File: src/rtl/branch_update_scheduler.sv
// branch_update_scheduler
// Queues BHT/BTB update requests from ID-stage branch resolution and schedules them onto
// the single-ported predictor tables. IF lookups win the port unless the queue is full or
// the queue head has lost arbitration MAX_WAIT cycles in a row.
//
// Ports:
//   clk, rst                      clock, synchronous active-high reset
//   upd_bht_en/upd_btb_en         enqueue request (BHT and/or BTB write)
//   upd_pc/upd_taken/upd_target   update payload
//   upd_ready                     queue can accept this cycle
//   fetch_req                     IF wants the table port
//   fetch_grant/stall_fetch       IF owns the port / IF denied and holds its PC
//   tbl_wen_bht/tbl_wen_btb       table write strobes
//   tbl_pc/tbl_taken/tbl_target   table write payload (zero when not writing)
//   pending                       occupied queue entries

module branch_update_scheduler #(
    parameter int unsigned DEPTH    = 4,
    parameter int unsigned MAX_WAIT = 8
) (
    input  logic                     clk,
    input  logic                     rst,
    input  logic                     upd_bht_en,
    input  logic                     upd_btb_en,
    input  logic [15:0]              upd_pc,
    input  logic                     upd_taken,
    input  logic [15:0]              upd_target,
    output logic                     upd_ready,
    input  logic                     fetch_req,
    output logic                     fetch_grant,
    output logic                     stall_fetch,
    output logic                     tbl_wen_bht,
    output logic                     tbl_wen_btb,
    output logic [15:0]              tbl_pc,
    output logic                     tbl_taken,
    output logic [15:0]              tbl_target,
    output logic [$clog2(DEPTH):0]   pending
);

    localparam int unsigned PW = $clog2(DEPTH);
    localparam int unsigned CW = PW + 1;
    localparam int unsigned WW = $clog2(MAX_WAIT + 1);
    localparam logic [CW-1:0] FULL = CW'(DEPTH);
    localparam logic [WW-1:0] WMAX = WW'(MAX_WAIT);

    typedef enum logic {StIdle, StActive} state_e;

    state_e state_q, state_d;

    logic [DEPTH-1:0] q_bht, q_btb, q_taken;
    logic [15:0]      q_pc     [DEPTH];
    logic [15:0]      q_target [DEPTH];

    logic [PW-1:0] wr_ptr_q, rd_ptr_q;
    logic [CW-1:0] pending_q;
    logic [WW-1:0] wait_cnt_q, wait_cnt_d;

    logic enq, drain, force_drain;

    assign pending = pending_q;
    assign enq     = (upd_bht_en | upd_btb_en) & upd_ready & ~rst;

    // State register
    always_ff @(posedge clk) begin
        if (rst) begin
            state_q <= StIdle;
        end else begin
            state_q <= state_d;
            assert ((state_q == StIdle) == (pending_q == '0));
        end
    end

    // Next-state logic
    always_comb begin
        state_d = state_q;
        unique case (state_q)
            StIdle:   if (enq) state_d = StActive;
            StActive: if (pending_q == CW'(1) && drain && !enq) state_d = StIdle;
            default:  state_d = StIdle;
        endcase
    end

    // Arbitration and table outputs; gated by rst so nothing is written in a reset cycle
    always_comb begin
        upd_ready   = (pending_q != FULL);
        force_drain = (pending_q == FULL) | (wait_cnt_q == WMAX);
        drain       = ~rst & (pending_q != '0) & (~fetch_req | force_drain);
        fetch_grant = fetch_req & ~drain;
        stall_fetch = fetch_req & drain;
        tbl_wen_bht = 1'b0;
        tbl_wen_btb = 1'b0;
        tbl_pc      = '0;
        tbl_taken   = 1'b0;
        tbl_target  = '0;
        if (drain) begin
            tbl_wen_bht = q_bht[rd_ptr_q];
            tbl_wen_btb = q_btb[rd_ptr_q];
            tbl_pc      = q_pc[rd_ptr_q];
            tbl_taken   = q_taken[rd_ptr_q];
            tbl_target  = q_target[rd_ptr_q];
        end
    end

    // Head-starvation counter; head loses only when fetch_req wins with entries pending
    always_comb begin
        wait_cnt_d = wait_cnt_q;
        if (drain || state_q == StIdle) begin
            wait_cnt_d = '0;
        end else if (fetch_req && wait_cnt_q != WMAX) begin
            wait_cnt_d = wait_cnt_q + WW'(1);
        end
    end

    always_ff @(posedge clk) begin
        if (rst) begin
            wr_ptr_q   <= '0;
            rd_ptr_q   <= '0;
            pending_q  <= '0;
            wait_cnt_q <= '0;
        end else begin
            wait_cnt_q <= wait_cnt_d;
            if (enq)   wr_ptr_q <= wr_ptr_q + PW'(1);
            if (drain) rd_ptr_q <= rd_ptr_q + PW'(1);
            unique case ({enq, drain})
                2'b10:   pending_q <= pending_q + CW'(1);
                2'b01:   pending_q <= pending_q - CW'(1);
                default: pending_q <= pending_q;
            endcase
        end
    end

    // Payload storage needs no reset: entries are only read while counted in pending
    always_ff @(posedge clk) begin
        if (enq) begin
            q_bht[wr_ptr_q]    <= upd_bht_en;
            q_btb[wr_ptr_q]    <= upd_btb_en;
            q_pc[wr_ptr_q]     <= upd_pc;
            q_taken[wr_ptr_q]  <= upd_taken;
            q_target[wr_ptr_q] <= upd_target;
        end
    end

endmodule

File: config.mk
export PLATFORM = sky130hd
export DESIGN_NAME = branch_update_scheduler
export DESIGN_NICKNAME = d
export VERILOG_FILES = /design/src/rtl/branch_update_scheduler.sv
export SDC_FILE = /design/constraint.sdc
export NUM_CORES = 1
export LEC_CHECK = 0
export CAP_MARGIN = 20
export CORE_UTILIZATION = 55
export DETAILED_ROUTE_END_ITERATION = 10
export GPL_TIMING_DRIVEN = 0
export PLACE_DENSITY = 0.88
export SETUP_SLACK_MARGIN = 0.2
export SYNTH_ARGS = -nofsm -noshare
export SYNTH_HDL_FRONTEND = slang
export SYNTH_SLANG_ARGS = --single-unit
File: constraint.sdc
create_clock -name clk -period 2.8 [get_ports clk]
set_input_delay 0.42 -clock clk [delete_from_list [all_inputs] [get_ports clk]]
set_output_delay 0.42 -clock clk [all_outputs]
set_load 0.02 [all_outputs]
# After elaboration in Yosys (flattened, before gate mapping)
# Memories as Yosys holds them, arrays and structs flattened. A register that Yosys moved wholly into a read port is not among the register bits.
# Index checks and enable logic that the tools add are counted.
# word_totals
output_inout_bits	41
n_memories	2
in_bits	38
elab_cells	72
regBits	24
ramBits	128
# mem_list
name	words	width	rd	rd_clocked_by_memory_dff	write_ports	line_no	text
q_pc	4	16	1	1	1	51	logic [15:0] q_pc [DEPTH];
q_target	4	16	1	1	1	52	logic [15:0] q_target [DEPTH];
# classes
bitwise	13
reduce_logical	9
add_sub_neg	5
muxes	25
magnitude_cmp	3
eq_ne	7
# op_table
operator	count
two-way mux 16 bit	2
bitwise mux 4 bit	3
two-way mux 1 bit	10
two-way mux 2 bit	4
AND 1 bit	6
binary-select mux 1 bit (select 2 bit)	3
< comparator 2 x 3 -> 1 bit (second input constant)	2
case mux 3 bit (2 select lines)	1
adder 2 x 1 -> 2 bit (second input constant)	2
adder 4 x 1 -> 4 bit (second input constant)	1
equality test 4 bit (second input constant)	1
logical AND 1 bit	4
!= test 4 bit (second input constant)	1
inverter 1 bit	4
adder 3 x 1 -> 3 bit (second input constant)	1
equality test 3 x 1 -> 1 bit (second input constant)	1
equality test 3 bit (second input constant)	1
!= test 3 bit (second input constant)	1
OR 1 bit	3
nonzero test 3 bit	1
subtractor 3 x 1 -> 3 bit (second input constant)	1
demux 1 bit (select 2 bit)	1
equality test 2 x 1 -> 1 bit (second input constant)	1
equality test 2 bit (second input constant)	1
other kinds (6)	6

# Longest topological paths before layout
# logic_depth
ltp_word	8
ltp_mapped	11
depth_no_buf	9

# Least setup slack after synthesis
# OpenSTA, ideal clock, no wires.
# synth_path
path_kind	reg2reg
from	register pending_q[0] (netlist: pending[0])
to	register q_bht[0] (enable)
n_path_buf	0
setup_slack_ns	0.246
synth_period_minus_slack_ns	2.554
path_stages_with_launch	6
arrival_ns	2.158
setup_time_ns	0.395
t_required_ns	2.405
path_cell_list	dfxtp_1 -> inv_1 -> ha_1 -> nand2_1 -> o211a_1 -> and2_1
# synth_via
elab_chain_cells	3
# synth_rtl
element	line_no	text
from (decl)	55	logic [CW-1:0] pending_q;
from (signal assigned)	125	2'b10: pending_q <= pending_q + CW'(1);
from (signal assigned)	126	2'b01: pending_q <= pending_q - CW'(1);
from (signal assigned)	127	default: pending_q <= pending_q;
!= test 3 bit	85	upd_ready = (pending_q != FULL);
named net upd_ready	28	output logic upd_ready,
AND 1 bit (2 in a row)	61	assign enq = (upd_bht_en | upd_btb_en) & upd_ready & ~rst;
to (signal, indexed assignment)	135	q_bht[wr_ptr_q] <= upd_bht_en;
to (decl)	50	logic [DEPTH-1:0] q_bht, q_btb, q_taken;
# The timed path passes the listed nets, and every way through them passes these cells.
# A chain may end at the register's enable or synchronous reset.

# Final worst setup path
# layout_path
from	register pending_q[0] (netlist: pending[0])
to	output tbl_pc[5]
# layout_via
elab_chain_cells	5
word_cells_on_any_way	7
classes_between	eq/ne: 1; mux: 1; bitwise: 4; reduce/logical: 1
# layout_rtl
element	line_no	text
equality test 3 bit	86	force_drain = (pending_q == FULL) | (wait_cnt_q == WMAX);
OR 1 bit	86	
OR 1 bit	87	drain = ~rst & (pending_q != '0) & (~fetch_req | force_drain);
AND 1 bit *	87	
named net drain	58	logic enq, drain, force_drain;
two-way mux 16 bit *	95	if (drain) begin
to (decl)	34	output logic [15:0] tbl_pc,
# Mark *: on every way through the listed nets, which the timed path passes. The rest lies on a longest branch.

==> results_dict.tcl <==
set metrics [dict create \
    status "completed" \
    ios 79 \
    synth_seq_area_share_pct 73.5 \
    dp_slack_ns -0.292 \
    n_antenna_cell 0 \
    hold_viol_final 0 \
    synthDistinctLibCells 32 \
    post_layout_nonfiller_instances 586 \
    cts_tree "yes" \
    antenna_found_initial 0 \
    drv_cap 0 \
    rsz0062_at_grt "true" \
    hold_class "in2reg" \
    finalSetupViolCount 0 \
    critical_path.max_stage_delay_ns 0.37 \
    final_cell_mix "140 x edfxtp_1, 40 x clkdlybuf4s50_1, 35 x mux4_2" \
    yosysWarnings 0 \
    reg2reg_from "pending[0]" \
    grt_overflow 0 \
    synthCells 310 \
    finalCriticalPeriod_ns 2.62 \
    pwr-share-clk_pct 27.8 \
    slew_headroom_pct 39.4 \
    clock-sinks 154 \
    die-area_mm2 0.0115 \
    grt_pass1_vias 3499 \
    dp.cells 531 \
    syn_nets 359 \
    syn_area_per_cell_um2 19.7 \
    wire_per_inst_um 23.1 \
    yosysTopAreaCellShare_pct 68.9 \
    area_delta_synth_final_pct 33.6 \
    num-nets-final 482 \
    arrival_ns 2.20 \
    p_int_w 0.00552 \
    r2r_cells 12 \
    drt-pass1-iter-count 4 \
    drcViolationCount 0 \
    synth_area_leaders "edfxtp_1 69%, mux4_2 13%, dfxtp_1 4.6%, and2_1 4.0%, ha_1 2.3%" \
    start_util_pct 56.3 \
    drive_gt1_share_pct 42.2 \
    drtIter0Drc 168 \
    crit_chain "inv_4, ha_4, nor2b_4, a211o_4, inv_6, buf_16, buf_8, and2_1, buf_6" \
    syn-cell-area_mm2 0.00610 \
    clockBufferDepth 2 \
    power_density_mw_per_mm2 949 \
    slowest_stage "dfxtp_4" \
    grt_pass1_wl_um 19600 \
    power.share.combinational_pct 34.1 \
    clockRootBuffer "clkbuf_8" \
    cp.required_ns 2.38 \
    critPathLaunchType "register" \
    fmax_mhz 382 \
    ys_ff_latch 154 \
    num_rows 38 \
    power_leakage_nw 2.90 \
    place_hpwl_um 6970 \
    numCtsBuffers 17 \
    fin_crit_sh_pct 93.5 \
    synth_top_cell_by_area "edfxtp_1" \
    gp_congestion 0.743 \
    clk_latency_ns 0.52 \
    fp.dieW_um 107 \
    min_path_cells 2 \
    hold_slack_ns 0.196 \
    worst_pin_slew_ns 0.887 \
    wirelength_um 13500 \
    critPathKind "reg2out" \
    setup_ws_ns 0.181 \
    worstSetupEndpointType "output pin" \
    pwr-share-seq_pct 38.1 \
    swShare_pct 28.7 \
    path_clk_slew_ns 0.06 \
    vias_per_cell 5.69 \
    final_common_cell "edfxtp_1" \
    slew_viol_final 0 \
    io_buffers 77 \
    ir_drop_mv 0.609 \
    crit_start "pending[0]" \
    grt.total_usage_pct 24.8 \
    fin_skew_ns 0.0149 \
    grt_max_degree 27 \
    vias 3335 \
    switchingPower_w 0.00222 \
    crit_fanout 5 \
    ant_nets 0 \
    cts-htree-levels 4 \
    worstHoldStart "rst" \
    fin_util_pct 75.2 \
    fp.dieH_um 107 \
    core_mm2 0.0108 \
]
-- flip-flops by register name (all words and copies together) (netlist names), named ones only --
name / count
wr_ptr_q: 2
q_target: 64
state_q: 1
rd_ptr_q: 2
q_bht: 4
q_taken: 4
q_pc: 64
q_btb: 4
wait_cnt_q: 4
pending: 3
-- power by group through the flow --
stage	combinational [W]	clock, W	sequential [W]
after floorplan	0.00124	0	0.00296
after global placement	0.00188	0	0.00296
after detailed placement	0.00196	0	0.00297
after CTS	0.00228	0.00218	0.00293
after global routing	0.00279	0.00228	0.00297
final	0.00263	0.00215	0.00295
-- per-stage QoR --
step | total power [W] | instance area (µm²) | setup TNS (ns)
after floorplan | 0.00420 | 6100 | 0
after global placement | 0.00483 | 7050 | -42.93
after detailed placement | 0.00493 | 7130 | -7.54
after CTS | 0.00739 | 7940 | 0
after global routing | 0.00803 | 8150 | 0
final | 0.00774 | 8150 | 0
-- final cells by class --
class / count / area, µm²
Clock buffer: 17 / 414
Inverter: 11 / 53.8
Multi-Input combinational cell: 132 / 1620
Tap cell: 140 / 175
Timing Repair Buffer: 104 / 1100
Clock inverter: 15 / 146
Fill cell: 624 / 2690
Sequential cell: 154 / 4490
Buffer: 13 / 146
-- what timing repair did --
action / CTS / global route
setup buffers: 13 / 6
pin swaps: 3 / 1
hold buffers: 0 / 0
gates resized for setup: 178 / 93
endpoints found under the setup margin: 37 / 36
cloned: 2 / 2
-- cells in the mapped netlist --
cell       number
nand4_1         2
nor2_1          5
o21ai_0         2
a211o_2         1
buf_6           2
clkbuf_1        4
nor2b_1         2
inv_1          10
a2111oi_0       1
a211o_1         2
and2_1         39
mux2_2          1
edfxtp_1      140
inv_2           1
xor2_1          3
buf_2           7
nand3b_4        1
o211a_1         1
nor3_2          1
and3b_1         1
mux2i_1         5
a211oi_1        2
or3_1           1
dfxtp_1        14
nand2_1         8
ha_1           11
a21oi_1         3
mux4_2         35
or4_1           2
a31oi_1         1
o221ai_1        1
or4b_2          1
-- worst max-delay path, delay by kind of cell (launching register included) --
kind / cells / cell delay [ns]
buffers and inverters: 5 / 0.52
DFF: 1 / 0.37
and+or+nand+nor: 2 / 0.31
AOI/OAI and AO/OA: 1 / 0.31
adders and majority gates: 1 / 0.17
-- logic make-up (layout without fill, tap and decap cells) --
logic type | count (synthesis) | count (layout) | synth area share, %
multiplexers | 41 | 41 | 13.9
XOR/XNOR | 3 | 3 | 0.431
buffers and inverters | 24 | 160 | 1.87
AND/OR/NAND/NOR | 63 | 63 | 6.36
adder cells (fa/ha/maj) | 11 | 11 | 2.26
AO/OA/AOI/OAI | 14 | 14 | 1.66
flip-flops | 154 | 154 | 73.5
-- final timing paths --
path / endpoint / slack [ns]
setup / recovery: tbl_pc[5] / 0.18
hold / removal: pending[0] / 0.20
setup reg to reg: pending[2] / 0.26
hold reg to reg: pending[1] / 0.51
-- layer usage --
metal	routed length, µm	GRT usage (%)
met1	4850	29.6
met5	0	0
met2	7340	43.2
met4	409	11.2
met3	933	5.63
Power figures use the tool's default switching activity.
==> RTL change 1 (same flow settings) <==
`MAX_WAIT`: 8 -> 16.
--- a/src/rtl/branch_update_scheduler.sv
+++ b/src/rtl/branch_update_scheduler.sv
@@ -18,3 +18,3 @@
     parameter int unsigned DEPTH    = 4,
-    parameter int unsigned MAX_WAIT = 8
+    parameter int unsigned MAX_WAIT = 16
 ) (
Formal check against the unedited RTL: not equivalent (a bounded check fails within 10 cycles, from zero or initial values and one cycle with rst high).
==> RTL change 1 against the original RTL <==
Clock power is 4% higher. Worst setup slack gained 0.065 ns. Final area is 5.6% lower. Sequential cell count rose by 1. Area after synthesis up 1.8%. Routed wire length is 11% lower. Hold slack gained 0.13 ns. Largest cell class unchanged. Via count fell by 1.2%. Sequential power hardly changed. Total power down 7.7%.
==> RTL change 1: results (changes against the original RTL) <==
[clock_network]
cts-root-buf = clkbuf_16
cts_made_buffers = 17  ; unchanged
ctsResizeCount = 149  ; -16%
post_cts_buffers = 1  ; -12
insertion_delay_ns = 0.43  ; -0.09 ns

[routing]
finalWirelength_um = 12000  ; -11%
dr.pass1.iters = 5  ; +1
vias = 3296  ; -1.2%
drt_iter0_drc = 170  ; +1.2%

[logic_synthesis]
synth-seq-cells = 155  ; +0.65%
syn_nets = 364  ; +1.4%
synth_common_cells = 140 x edfxtp_1, 39 x and2_1, 35 x mux4_2
synth.area.top_cells = edfxtp_1 68%, mux4_2 13%, dfxtp_1 4.8%
post_synth_num_cell_types = 39  ; +22%
ys_seq_area_frac = 0.726  ; -0.00951

[placement]
dp_cells = 536  ; +0.94%
pre_cts_slack_ns = -0.215  ; +0.0770 ns
hpwl_um = 7350  ; +5.4%
gp_congestion = 0.780  ; +5.0%

[worst_setup_path]
crit_path_end = tbl_target[13]
r2r_slack_ns = 0.56  ; +0.30 ns
worstPathArrival_ns = 2.13  ; -0.07 ns
crit_start = fetch_req
cp_max_fo = 10  ; +5

[outcome]
outcome = finished, final reports clean

[pwr]
cellLeakagePower_uw = 0.00268  ; -7.8%
ir_drop_v = 0.000528  ; -13%

[hold_path]
holdPathStages = 2  ; unchanged

[grt]
grt_use_total = 0.229  ; -0.0198
grt_pass1_vias = 3552  ; +1.5%
grt_max_degree = 26  ; -3.7%

[cells_and_area]
nFillCells = 691  ; +11%
nNetsFinal = 465  ; -3.5%
stdcell_count = 569  ; -2.9%
drive_gt1_frac = 0.338  ; -0.0835
top_regs = q_pc: 64 flops, q_target: 64 flops, wait_cnt_q: 5 flops

[sta]
skew_ns = 0.00836  ; -0.00654 ns
clock.fmax_mhz = 391  ; +2.5%
worst_pin_slew_ns = 0.557  ; -0.329 ns

-- RTL change 1: cell types whose count changed in the layout (fill, tap and decap cells not counted), sizes merged, moves of 2 or more --
cell	delta
inv	+3
clkinv	-2
buf	-19
clkbuf	-2
-- RTL change 1: layout make-up --
cell class              instances  area share
clock buffers                  17      0.0553
inverters                      12     0.00650
clock inverters                15      0.0205
flip-flops and latches        155       0.586
multi-input cells             135       0.206
well taps                     140      0.0228
repair buffers                 82      0.0891
plain buffers                  13      0.0140
-- RTL change 1: logic make-up after synthesis --
kind of cell	synth area share
adders and majority gates	0.0222
xor gates and xnor gates	0.00564
AOI/OAI and AO/OA	0.0195
muxes	0.137
DFF	0.726
and+or+nand+nor	0.0655
buffers and inverters	0.0248
-- RTL change 1: routing by layer --
layer / GRT usage / vias to the layer above / part of all wire
met5: 0 / - / 0
met4: 0.0978 / 0 / 0.022
met3: 0.0669 / 29 / 0.055
met2: 0.385 / 126 / 0.53
met1: 0.275 / 1687 / 0.40
li1: - / 1454 / -
-- RTL change 1: worst max-delay path: stages --
cell and delay, ns:
clkdlybuf4s50_1 0.56, and2b_4 0.26, a211o_4 0.35, clkinv_4 0.08
buf_6 0.14, and2_1 0.16, buf_4 0.15
-- RTL change 1: per-stage QoR --
stage	hold slack, ns	util	area (sq um)	setup TNS [ns]
after floorplan	0.468	-	6210	0
after global placement	0.482	0.654	7150	-45.92
after detailed placement	0.516	0.662	7240	-5.81
after CTS	0.310	0.709	7750	0
after global routing	0.327	0.704	7690	0
final	0.322	0.704	7690	0
-- RTL change 1: where the power goes --
| group | switching [uW] | internal [uW] |
|---|---|---|
| Clock | 981 | 1250 |
| Combinational | 1020 | 937 |
| Sequential | 115 | 2840 |
==> RTL change 2 (config.mk and constraints unchanged) <==
Made on the original files. Add an input register stage for `upd_target`, without a reset; this delays it by one clock. The other inputs are not delayed to match.
--- a/src/rtl/branch_update_scheduler.sv
+++ b/src/rtl/branch_update_scheduler.sv
@@ -46,2 +46,8 @@
     typedef enum logic {StIdle, StActive} state_e;
+
+    logic [15:0] upd_target_q;
+
+    always_ff @(posedge clk) begin
+        upd_target_q <= upd_target;
+    end
 
@@ -138,3 +144,3 @@
             q_taken[wr_ptr_q]  <= upd_taken;
-            q_target[wr_ptr_q] <= upd_target;
+            q_target[wr_ptr_q] <= upd_target_q;
         end
Formal check against the unedited RTL: not equivalent (a bounded check fails within 4 cycles, from zero or initial values and one cycle with rst high).
==> RTL change 2 against the original RTL <==
Routed wire length fell by 9.4%. Final area fell by 0.97%. Sequential power increased by 8.1%. Area after synthesis up 5.7%. Register-to-register slack better by 0.04 ns. Critical path depth unchanged. Via count shrank 2.3%. Sequential cell count is 16 higher. Total power is 3.0% lower. Worst setup slack better by 0.048 ns. Critical path type unchanged.
==> RTL change 2: results (changes against the original RTL) <==
[outcome]
outcome = finished, final reports clean

[routing]
finalWirelength_um = 12300  ; -9.4%
wl_met3_um = 763  ; -18%
drt_iter0_drc = 157  ; -6.5%
wl_met1_um = 4670  ; -3.6%
dr_wl_met2_um = 6590  ; -10%
vias = 3259  ; -2.3%

[clock_network]
ctsResizeCount = 138  ; -22%
post_cts_buffers = 1  ; -12
cts-root-buf = clkbuf_16

[logic_synthesis]
synth_common_cells = 140 x edfxtp_1, 39 x and2_1, 35 x mux4_2
synth_fa_ha_area_frac = 0.0213  ; -0.00122
synth.area.top_cells = edfxtp_1 65%, mux4_2 12%, dfxtp_1 9.3%
syn_nets = 375  ; +4.5%
post_synth_num_cell_types = 35  ; +9.4%
synth_compound_area_frac = 0.0165  ; -0.000120
synthDominantCellAreaShare = 0.652  ; -0.0372
ys_seq_area_frac = 0.745  ; +0.0100
synth.area.mux_share = 0.132  ; -0.00751
synth_xor_area_frac = 0.00407  ; -0.000232

[pwr]
power_density_mw_per_mm2 = 929  ; -2.1%
cellLeakagePower_uw = 0.00287  ; -1.1%
comb_power_share = 0.284  ; -0.057
ir_drop_v = 0.000487  ; -20%
p_switching_uw = 2120  ; -4.6%
clock_power_uw = 2180

[worst_setup_path]
cp_max_fo = 6  ; +1
crit_path_end = tbl_target[12]
r2r_slack_ns = 0.30  ; +0.04 ns
worstPathArrival_ns = 2.15  ; -0.05 ns
reg2regPathDepth = 11  ; -1

[cells_and_area]
nNetsFinal = 482  ; unchanged
drive_gt1_frac = 0.334  ; -0.0874
stdcell_count = 589  ; +0.51%

[placement]
pre_cts_slack_ns = -0.287  ; +0.00558 ns
gp_congestion = 0.753  ; +1.4%
hpwl_um = 7490  ; +7.4%
place_area_sq_mm = 0.00746  ; +4.6%
dp_cells = 549  ; +3.4%
numPortBuffers = 77  ; unchanged

[sta]
worst_pin_slew_ns = 0.943  ; +0.0562 ns
whs_ns = 0.311  ; +0.115 ns
post-route-min-period_ns = 2.57  ; -0.0476 ns
skew_ns = 0.0119  ; -0.00300 ns

[grt]
use_met3 = 0.0541  ; -0.00221
use_met1 = 0.255  ; -0.0411
grt_use_total = 0.216  ; -0.0320
grt_pass1_vias = 3399  ; -2.9%
grt_pass1_wl_um = 18100  ; -7.5%
use_met2 = 0.370  ; -0.0618

==> RTL change 2: layout make-up <==
| class | instances | area, sq um |
|---|---|---|
| Sequential cell | 170 | 4810 |
| Fill cell | 684 | 3350 |
| Multi-Input combinational cell | 132 | 1560 |
| Timing Repair Buffer | 88 | 787 |
| Clock buffer | 18 | 439 |
| Tap cell | 143 | 179 |
| Buffer | 13 | 126 |
| Clock inverter | 14 | 121 |
| Inverter | 11 | 46.3 |
==> RTL change 2: kinds of logic (layout without fill, tap and decap cells) <==
| group | count (synthesis) | count (layout) |
|---|---|---|
| flip-flops | 170 | 170 |
| AND/OR/NAND/NOR | 63 | 63 |
| multiplexers | 41 | 41 |
| buffers and inverters | 24 | 144 |
| AO/OA/AOI/OAI | 14 | 14 |
| adder cells (fa/ha/maj) | 11 | 11 |
| XOR/XNOR | 3 | 3 |
